File: src/rtl/vx_wb_commit_arb.sv
// vx_wb_commit_arb
// Writeback commit arbiter for one issue slice. Merges the per-unit
// writeback beat streams onto a single registered writeback channel.
// Unlocked grants rotate round-robin from rr_ptr. Once a packet's first
// beat is taken, the arbiter locks to that requester until its eop beat
// is accepted, so multi-beat packets are never interleaved.
//
// Ports
//   clk, reset    clock, synchronous active-high reset
//   req_valid     per-requester beat valid
//   req_sop       per-requester first-beat flag
//   req_eop       per-requester last-beat flag
//   req_data      per-requester payload, requester r at [r*DATAW +: DATAW]
//   req_ready     per-requester accept (valid && ready = beat taken)
//   wb_valid      registered output beat valid
//   wb_sop        registered sop of the output beat
//   wb_eop        registered eop of the output beat
//   wb_data       registered payload
//   wb_sel        index of the requester that produced the output beat
//   wb_ready      downstream ready
//   lock_active   high while a packet is mid-flight
module vx_wb_commit_arb #(
  parameter int NUM_REQS = 4,
  parameter int DATAW = 64,
  localparam int SEL_W = (NUM_REQS > 1) ? $clog2(NUM_REQS) : 1
) (
  input  logic                      clk,
  input  logic                      reset,
  input  logic [NUM_REQS-1:0]       req_valid,
  input  logic [NUM_REQS-1:0]       req_sop,
  input  logic [NUM_REQS-1:0]       req_eop,
  input  logic [NUM_REQS*DATAW-1:0] req_data,
  output logic [NUM_REQS-1:0]       req_ready,
  output logic                      wb_valid,
  output logic                      wb_sop,
  output logic                      wb_eop,
  output logic [DATAW-1:0]          wb_data,
  output logic [SEL_W-1:0]          wb_sel,
  input  logic                      wb_ready,
  output logic                      lock_active
);

  localparam logic [SEL_W:0]   NUM_REQS_W = (SEL_W+1)'(NUM_REQS);
  localparam logic [SEL_W-1:0] LAST_IDX   = SEL_W'(NUM_REQS - 1);

  logic [SEL_W-1:0] rr_ptr;
  logic [SEL_W-1:0] lock_idx;
  logic             lock;

  logic             grant_found;
  logic [SEL_W-1:0] grant_idx;
  logic [SEL_W:0]   cand;
  logic [SEL_W-1:0] cand_idx;
  logic [SEL_W-1:0] next_ptr;
  logic             can_load;
  logic             accept;
  logic             sel_sop;
  logic             sel_eop;
  logic [DATAW-1:0] sel_data;

  // Grant selection. While locked only the lock owner may be granted, and
  // an idle owner produces a bubble rather than letting anyone else in.
  // Unlocked, scan cyclically from rr_ptr; the index is kept one bit wider
  // so the wrap works for non-power-of-two requester counts.
  always_comb begin
    grant_found = 1'b0;
    grant_idx   = '0;
    cand        = '0;
    cand_idx    = '0;
    if (lock) begin
      grant_found = req_valid[lock_idx];
      grant_idx   = lock_idx;
    end else begin
      for (int i = 0; i < NUM_REQS; i++) begin
        cand = {1'b0, rr_ptr} + (SEL_W+1)'(i);
        if (cand >= NUM_REQS_W) cand = cand - NUM_REQS_W;
        cand_idx = cand[SEL_W-1:0];
        if (!grant_found && req_valid[cand_idx]) begin
          grant_found = 1'b1;
          grant_idx   = cand_idx;
        end
      end
    end
  end

  assign can_load = ~wb_valid | wb_ready;
  assign accept   = grant_found & can_load;
  assign sel_sop  = req_sop[grant_idx];
  assign sel_eop  = req_eop[grant_idx];
  assign sel_data = req_data[grant_idx*DATAW +: DATAW];
  assign next_ptr = (grant_idx == LAST_IDX) ? '0 : grant_idx + 1'b1;

  // Only the granted requester sees ready, and only when the output
  // register can take a beat this cycle.
  always_comb begin
    req_ready = '0;
    if (accept) req_ready[grant_idx] = 1'b1;
  end

  // Control state. The pointer only advances on packet completion so a
  // multi-beat packet counts as a single round-robin turn.
  always_ff @(posedge clk) begin
    if (reset) begin
      wb_valid <= 1'b0;
      lock     <= 1'b0;
      lock_idx <= '0;
      rr_ptr   <= '0;
    end else begin
      if (can_load) wb_valid <= accept;
      if (accept) begin
        if (sel_eop) begin
          lock   <= 1'b0;
          rr_ptr <= next_ptr;
        end else begin
          lock     <= 1'b1;
          lock_idx <= grant_idx;
        end
      end
    end
  end

  // Output payload register. Left unreset: its contents only matter
  // while wb_valid is high, which reset clears.
  always_ff @(posedge clk) begin
    if (accept) begin
      wb_sop  <= sel_sop;
      wb_eop  <= sel_eop;
      wb_data <= sel_data;
      wb_sel  <= grant_idx;
    end
  end

  assign lock_active = lock;

`ifndef SYNTHESIS
  unlocked_beat_has_sop: assert property (@(posedge clk) disable iff (reset)
    (accept && !lock) |-> sel_sop);
  locked_beat_has_no_sop: assert property (@(posedge clk) disable iff (reset)
    (accept && lock) |-> !sel_sop);
  held_beat_stable: assert property (@(posedge clk) disable iff (reset)
    (wb_valid && !wb_ready) |=> ($stable(wb_data) && $stable(wb_sel) &&
                                 $stable(wb_sop) && $stable(wb_eop)));
`endif

endmodule

File: config.mk
export PLATFORM = sky130hd
export DESIGN_NAME = vx_wb_commit_arb
export DESIGN_NICKNAME = d
export VERILOG_FILES = /design/src/rtl/vx_wb_commit_arb.sv
export SDC_FILE = /design/constraint.sdc
export NUM_CORES = 1
export LEC_CHECK = 0
export CAP_MARGIN = 20
export CORE_AREA = 2 2 135 137
export DETAILED_ROUTE_END_ITERATION = 6
export DIE_AREA = 0 0 137 139
export GPL_TIMING_DRIVEN = 0
export PLACE_DENSITY = 0.67
export SKIP_LAST_GASP = 1
export SLEW_MARGIN = 15
export SYNTH_ARGS = -nofsm -noshare
export SYNTH_HDL_FRONTEND = slang
export SYNTH_SLANG_ARGS = --single-unit
File: constraint.sdc
create_clock -name clk -period 5.1 [get_ports clk]
set_clock_uncertainty 0.1 [all_clocks]
set_input_delay 1.02 -clock clk [delete_from_list [all_inputs] [get_ports clk]]
set_output_delay 1.02 -clock clk [all_outputs]
set_load 0.03 [all_outputs]
-- Yosys cells after proc, flatten, opt, wreduce, memory -nomap -nowiden
Cells that the tools add are included.
- equality and inequality tests: 1
- multiplexer cells: 40
- bitwise gates (word level): 4
- shifts and indexed selects: 1
- order comparisons: 11
- add/subtract/negate cells: 8
- reduce and logical (&&, ||, !) cells: 9
- operator list (operator ; number):
    $shiftx 256x9->64 ; 1
    $mux 2 ; 14
    $lt 2x3->1 const B ; 6
    $mux 1 ; 17
    $bmux 1 s2 ; 7
    $ge 3x3->1 const B ; 3
    $sub 2x1->2 const B ; 4
    $add 2x2->3 const B ; 2
    $logic_and 1x1->1 ; 4
    $mux 4 ; 1
    $reduce_and 2->1 ; 2
    $add 2x1->3 const B ; 1
    $ge 2x3->1 const B ; 1
    $logic_not 1->1 ; 3
    $add 2x1->2 const B ; 1
    $demux 1 s2 ; 1
    $eq 2x2->1 const B ; 1
    $ge 2x1->1 const B ; 1
    $not 1->1 ; 2
    $and 1x1->1 ; 1
    $or 1x1->1 ; 1
- bits in registers: 74
- output and inout port bits: 74
- bits of input ports: 271
- word-level logic and storage cells: 82

-- Logic depth before layout (Yosys ltp)
- depth after elaboration: 24
- depth in mapped cells: 10
- gate-level depth less buffers: 7

-- Worst setup path after synthesis
Ideal clock, no wire load.
- kind: in2out
- start: input req_valid[1]
- end: output req_ready[0]
- data arrival time: 4053 ps
- required time: 3980 ps
- path buffers: 1
- stages: 5
- path slack: -73 ps
- cell sequence: mux4_2 > o32ai_1 > nor2b_1 > clkbuf_1 > and2_1
- elaborated cells between the ends (all ways): 36
- classes of those cells: 2 x order compare; 26 x mux; 1 x bitwise; 7 x reduce/logical
- RTL lines (element ; line ; source):
    start, declared ; 29 ; input logic [NUM_REQS-1:0] req_valid,
    $bmux 1 s2 ; 78 ; if (!grant_found && req_valid[cand_idx]) begin
    $mux 1 (implied by the code) ; 78 ;
    $mux 1 ; 78 ;
    $mux 1 ; 70 ; if (lock) begin
    $logic_not 1->1 ; 78 ;
    $logic_and 1x1->1 ; 78 ;
    $mux 1 ; 78 ;
    $mux 1 ; 70 ;
    (+3 left out) ; -- ;
    $mux 1 ; 70 ;
    $logic_not 1->1 ; 78 ;
    $logic_and 1x1->1 ; 78 ;
    $mux 1 ; 78 ;
    $mux 1 (*) ; 70 ;
    $and 1x1->1 (*) ; 87 ; assign accept = grant_found & can_load;
    named net accept ; 56 ; logic accept;
    $mux 4 (*) ; 97 ; if (accept) req_ready[grant_idx] = 1'b1;
    end, declared ; 33 ; output logic [NUM_REQS-1:0] req_ready,
Mark *: on every way through the listed nets, which the timed path passes. The rest lies on a longest branch. The select of a mux whose other input is x is not followed.

-- Worst setup path after layout
- start: input req_valid[1]
- end: output req_ready[3]
- longest elaborated chain between the ends: 21
- elaborated cells between the ends (all ways): 36
- classes of those cells: 2 x order compare; 26 x mux; 1 x bitwise; 7 x reduce/logical
- RTL lines (element ; line ; source):
    $bmux 1 s2 ; 78 ;
    $mux 1 (implied by the code) ; 78 ;
    $mux 1 ; 78 ;
    $mux 1 ; 70 ;
    $logic_not 1->1 ; 78 ;
    $logic_and 1x1->1 ; 78 ;
    $mux 1 ; 78 ;
    $mux 1 ; 70 ;
    (+6 left out) ; -- ;
    $mux 2 (*) ; 78 ;
    $mux 2 (*) ; 70 ;
    named net grant_idx[1] ; 51 ; logic [SEL_W-1:0] grant_idx;
    $lt 2x3->1 (implied by the code) or $ge 2x1->1 (tied branches) ; 97 ;
    $logic_and 1x1->1 (implied by the code) ; 97 ;
    $mux 1 (implied by the code) ; 97 ;
    $demux 1 s2 (*) ; 97 ;
    $mux 4 (*) ; 97 ;
Marks and branches as above.

==> flow_summary_export.csv <==
group,metric,value,unit
clock_tree,cts.path.max_buffers,2,
sta,layout_min_cycle_time,5006,ps
clock_tree,clock_insertion_delay_worst_skew,340,ps
global_routing,groute.layer.met1.usage,23.57,%
critical_path,ff2ff_setup_slack,2000,ps
synth,cell_type_with_the_largest_total_area_after_synthesis,"sky130_fd_sc_hd__edfxtp_1",
clock_tree,h-tree-depth,3,
pwr,ir_drop,0.2501,mV
placed_design,post-place-cells,1142,
cells_and_area,multi_input_comb_area,0.002222,sq mm
drt,dr.pass1.iters,4,
cells_and_area,finalInstanceArea,0.008673,sq mm
sta,setup-violations-final,0,
floorplanning,fp.dieArea,0.01904,sq mm
cells_and_area,register_cell_area_after_layout,0.002162,sq mm
pwr,power_per_cell_area,603.4,mW/mm^2
clock_tree,cts-buffers-inserted,9,
synth,synth_warnings,0,
drt,drc,0,
sta,final.setup.tns,0,ps
sta,rsz0062_at_grt,"false",
drt,post_drt_via_cell_ratio,4.803,
synth,synth_seq_cells,74,
global_routing,grt.overflow.total,0,
critical_path,crit_path_start_kind,"primary input",
critical_path,path_cells,"clkdlybuf4s50_1 > and4bb_1 > o21ba_1 > a311o_1 > buf_4 > inv_6 > buf_6 > buf_2 > ha_1 > and2_1 > dlygate4sd2_1",
synth,async_reset_ff_share,0,%
cells_and_area,final_cells,1156,
synth,yosys-top-cells-count,"sky130_fd_sc_hd__nand2_1, sky130_fd_sc_hd__edfxtp_1, sky130_fd_sc_hd__a31oi_1, sky130_fd_sc_hd__and3_1, sky130_fd_sc_hd__clkbuf_1",
cells_and_area,final_layout_size_suffix_gt1_share,4.531,%
critical_path,r2r.worst_path.cells,7,
critical_path,worst_ep_required_time,3980,ps
hold_path,hp-class,"register to register",
placed_design,port-buffer-count,343,
cells_and_area,fill_cells,1720,
critical_path,worst_r2r_startpoint,"rr_ptr[1]$_SDFFE_PP0P_",
critical_path,worst-path-buf-inv,6,
global_routing,number_of_antenna_violations_at_the_first_check_in_global_routing,0,
synth,main_area_contributors_after_synthesis,"sky130_fd_sc_hd__edfxtp_1, sky130_fd_sc_hd__nand2_1, sky130_fd_sc_hd__a31oi_1",
cells_and_area,layout.nets,1197,
floorplanning,rows,49,
global_routing,use_met3,5.702,%
synth,count_of_flip_flops_with_a_built_in_enable_after_synthesis,68,
global_routing,grt_most_used_layer,"met2",
global_routing,grtUsageTotal,20.56,%
clock_tree,cts_sinks,74,
synth,synth_nets,844,
synth,syn_area_per_cell,8.123,sq um
sta,relSlewSlack,53.13,%
sta,post-route-period-util,98.15,%
critical_path,slowest_stage,"sky130_fd_sc_hd__clkdlybuf4s50_1",
placed_design,finalWeightedCongestion,0.8831,
floorplanning,io_pins,345,
critical_path,cp_slowest_stage_delay,580,ps
drt,detailedRoute.firstIterationViolations,200,
clock_tree,post_cts.repair.setup_buffers,0,
clock_tree,tritoncts,"built",
floorplanning,placeableCoreArea,0.01766,sq mm
synth,yosysSeqAreaShare,46.78,%
critical_path,path_delay_family,"buffers and inverters",
synth,post-synth-top-count-cell,"sky130_fd_sc_hd__nand2_1",
floorplanning,initial_utilization,26.18,%
cells_and_area,ant_diodes,0,
cells_and_area,layout_overhead_on_the_synthesized_area,87.66,%
global_routing,grt_max_degree,50,
critical_path,cp_data_arrival_time,3890,ps
clock_tree,path_clk_slew,70,ps
sta,hold_violations,0,
synth,yosysTopAreaCellShare,44.18,%
drt,wl_per_cell,17.62,um
global_routing,global_route_met2_utilization,35.35,%
placed_design,dp_hpwl,15.69,mm
floorplanning,die_height,139,um
global_routing,grt_pass1_wl,29.73,mm
clock_tree,ctsHoldBuffers,0,
synth,synthCells,569,
synth,synth_cell_type_count,38,
placed_design,placement.cell_area,0.008366,sq mm
job,max_cap_violations,0,
hold_path,critical_hold_path_startpoint,"wb_valid$_SDFFE_PP0N_",
critical_path,crit_path_max_fo,12,
drt,postRouteAntennaNets,0,
critical_path,crit_type,"primary input to output pin",
floorplanning,die_w,137,um
sta,tightestPinTransition,703.1,ps
hold_path,min_to,"wb_valid$_SDFFE_PP0N_",
critical_path,worst_r2r_endpoint,"wb_data[62]$_DFFE_PP_",
pwr,power.static_leakage,3.475,nW
synth,ys_dominant_reg_cell,"sky130_fd_sc_hd__edfxtp_1",
critical_path,endpoint_kind_of_the_worst_setup_timing_path,"output pin",
sta,max_freq,199.8,MHz
drt,dr_total_vias,5552,
synth,syn_area,0.004622,sq mm
global_routing,grt_pass1_vias,5524,
hold_path,holdPathStages,2,
run_status,run_status,"complete, no violations",
sta,hold_ws,415.5,ps
clock_tree,clockRootBuffer,"sky130_fd_sc_hd__clkbuf_16",
clock_tree,post_cts_resize_count,2,
sta,drv_slew,0,
drt,detail_route.wirelength,20.37,mm
==> power breakdown <==
group,total [W],internal [W],switching [W]
sequential,0.00122,0.00113,0.0000915
clock,0.000688,0.000426,0.000262
combinational,0.00332,0.00131,0.00202
==> final cells by class <==
cell class | count | area share [%]
Timing Repair Buffer | 344 | 39.79
Multi-Input combinational cell | 446 | 25.62
Sequential cell | 74 | 24.93
Tap cell | 229 | 3.304
Clock buffer | 10 | 2.640
Buffer | 43 | 2.510
Clock inverter | 6 | 0.9377
Inverter | 4 | 0.2741
==> metrics by stage <==
step | total power, W | setup WS (ps) | utilization (%)
global route | 0.005555 | 2.004 | 49.12
detailed placement | 0.004580 | -352.4 | 47.38
finish | 0.005234 | 94.15 | 49.12
CTS | 0.005288 | -63.00 | 49.10
global placement | 0.004553 | -816.5 | 47.25
floorplan | 0.003205 | 941.6 | -
==> per-layer routing <==
metal	up-vias	routed length, um	share of wire, %
met2	267	9936	49
met3	42	1757	8.6
met4	0	639	3.1
li1	2687	-	-
met1	2556	8034	39
met5	-	0	0
==> worst max path at each step <==
stage,endpoint,slack [ps],depth (start not counted),start
floorplan,req_ready[0],940,5,req_valid[3]
global placement,req_ready[1],-820,7,req_valid[0]
detailed placement,req_ready[1],-350,10,req_valid[3]
CTS,req_ready[1],-60,9,req_valid[0]
global route,req_ready[1],2,7,req_valid[0]
finish,req_ready[3],90,11,req_valid[1]
==> state kept, by name, indices dropped and copies added (netlist names) <==
register and cells:
wb_data 64, rr_ptr 2, wb_eop 1, wb_sop 1, wb_valid 1, wb_sel 2, lock_active 1, lock_idx 2
==> cell families after synthesis <==
family          Yosys count  synth area share (%)
buf+inv                  49                 5.170
simple gates            352                 33.27
compound gates           83                 11.72
fa+ha+maj                 4                 1.083
mux                       7                 1.976
flops                    74                 46.78
==> worst min-delay path, stage by stage (launching register included) <==
cell	delay, ps
sky130_fd_sc_hd__dfxtp_1	320
sky130_fd_sc_hd__nand2b_1	90
sky130_fd_sc_hd__a21oi_1	60
==> placed cells by master, fill, tap and decap left out, types with 2 or more instances in the layout <==
master / instances
sky130_fd_sc_hd__clkbuf_1: 24
sky130_fd_sc_hd__clkbuf_16: 9
sky130_fd_sc_hd__buf_4: 3
sky130_fd_sc_hd__clkinv_2: 2
sky130_fd_sc_hd__nor2_1: 5
sky130_fd_sc_hd__mux2i_2: 2
sky130_fd_sc_hd__nand2_1: 264
sky130_fd_sc_hd__dfxtp_1: 6
sky130_fd_sc_hd__nor2b_1: 4
sky130_fd_sc_hd__dlygate4sd2_1: 2
sky130_fd_sc_hd__a21oi_1: 5
sky130_fd_sc_hd__clkdlybuf4s50_1: 341
sky130_fd_sc_hd__mux2i_1: 3
sky130_fd_sc_hd__inv_1: 2
sky130_fd_sc_hd__ha_1: 4
sky130_fd_sc_hd__nand2b_1: 4
sky130_fd_sc_hd__a31oi_1: 65
sky130_fd_sc_hd__bufinv_16: 2
sky130_fd_sc_hd__clkinvlp_4: 2
sky130_fd_sc_hd__and2_1: 6
sky130_fd_sc_hd__o21ai_0: 2
sky130_fd_sc_hd__and3_1: 65
sky130_fd_sc_hd__buf_6: 4
sky130_fd_sc_hd__buf_2: 12
sky130_fd_sc_hd__edfxtp_1: 68
No activity file was read; power rests on OpenSTA's default activity.
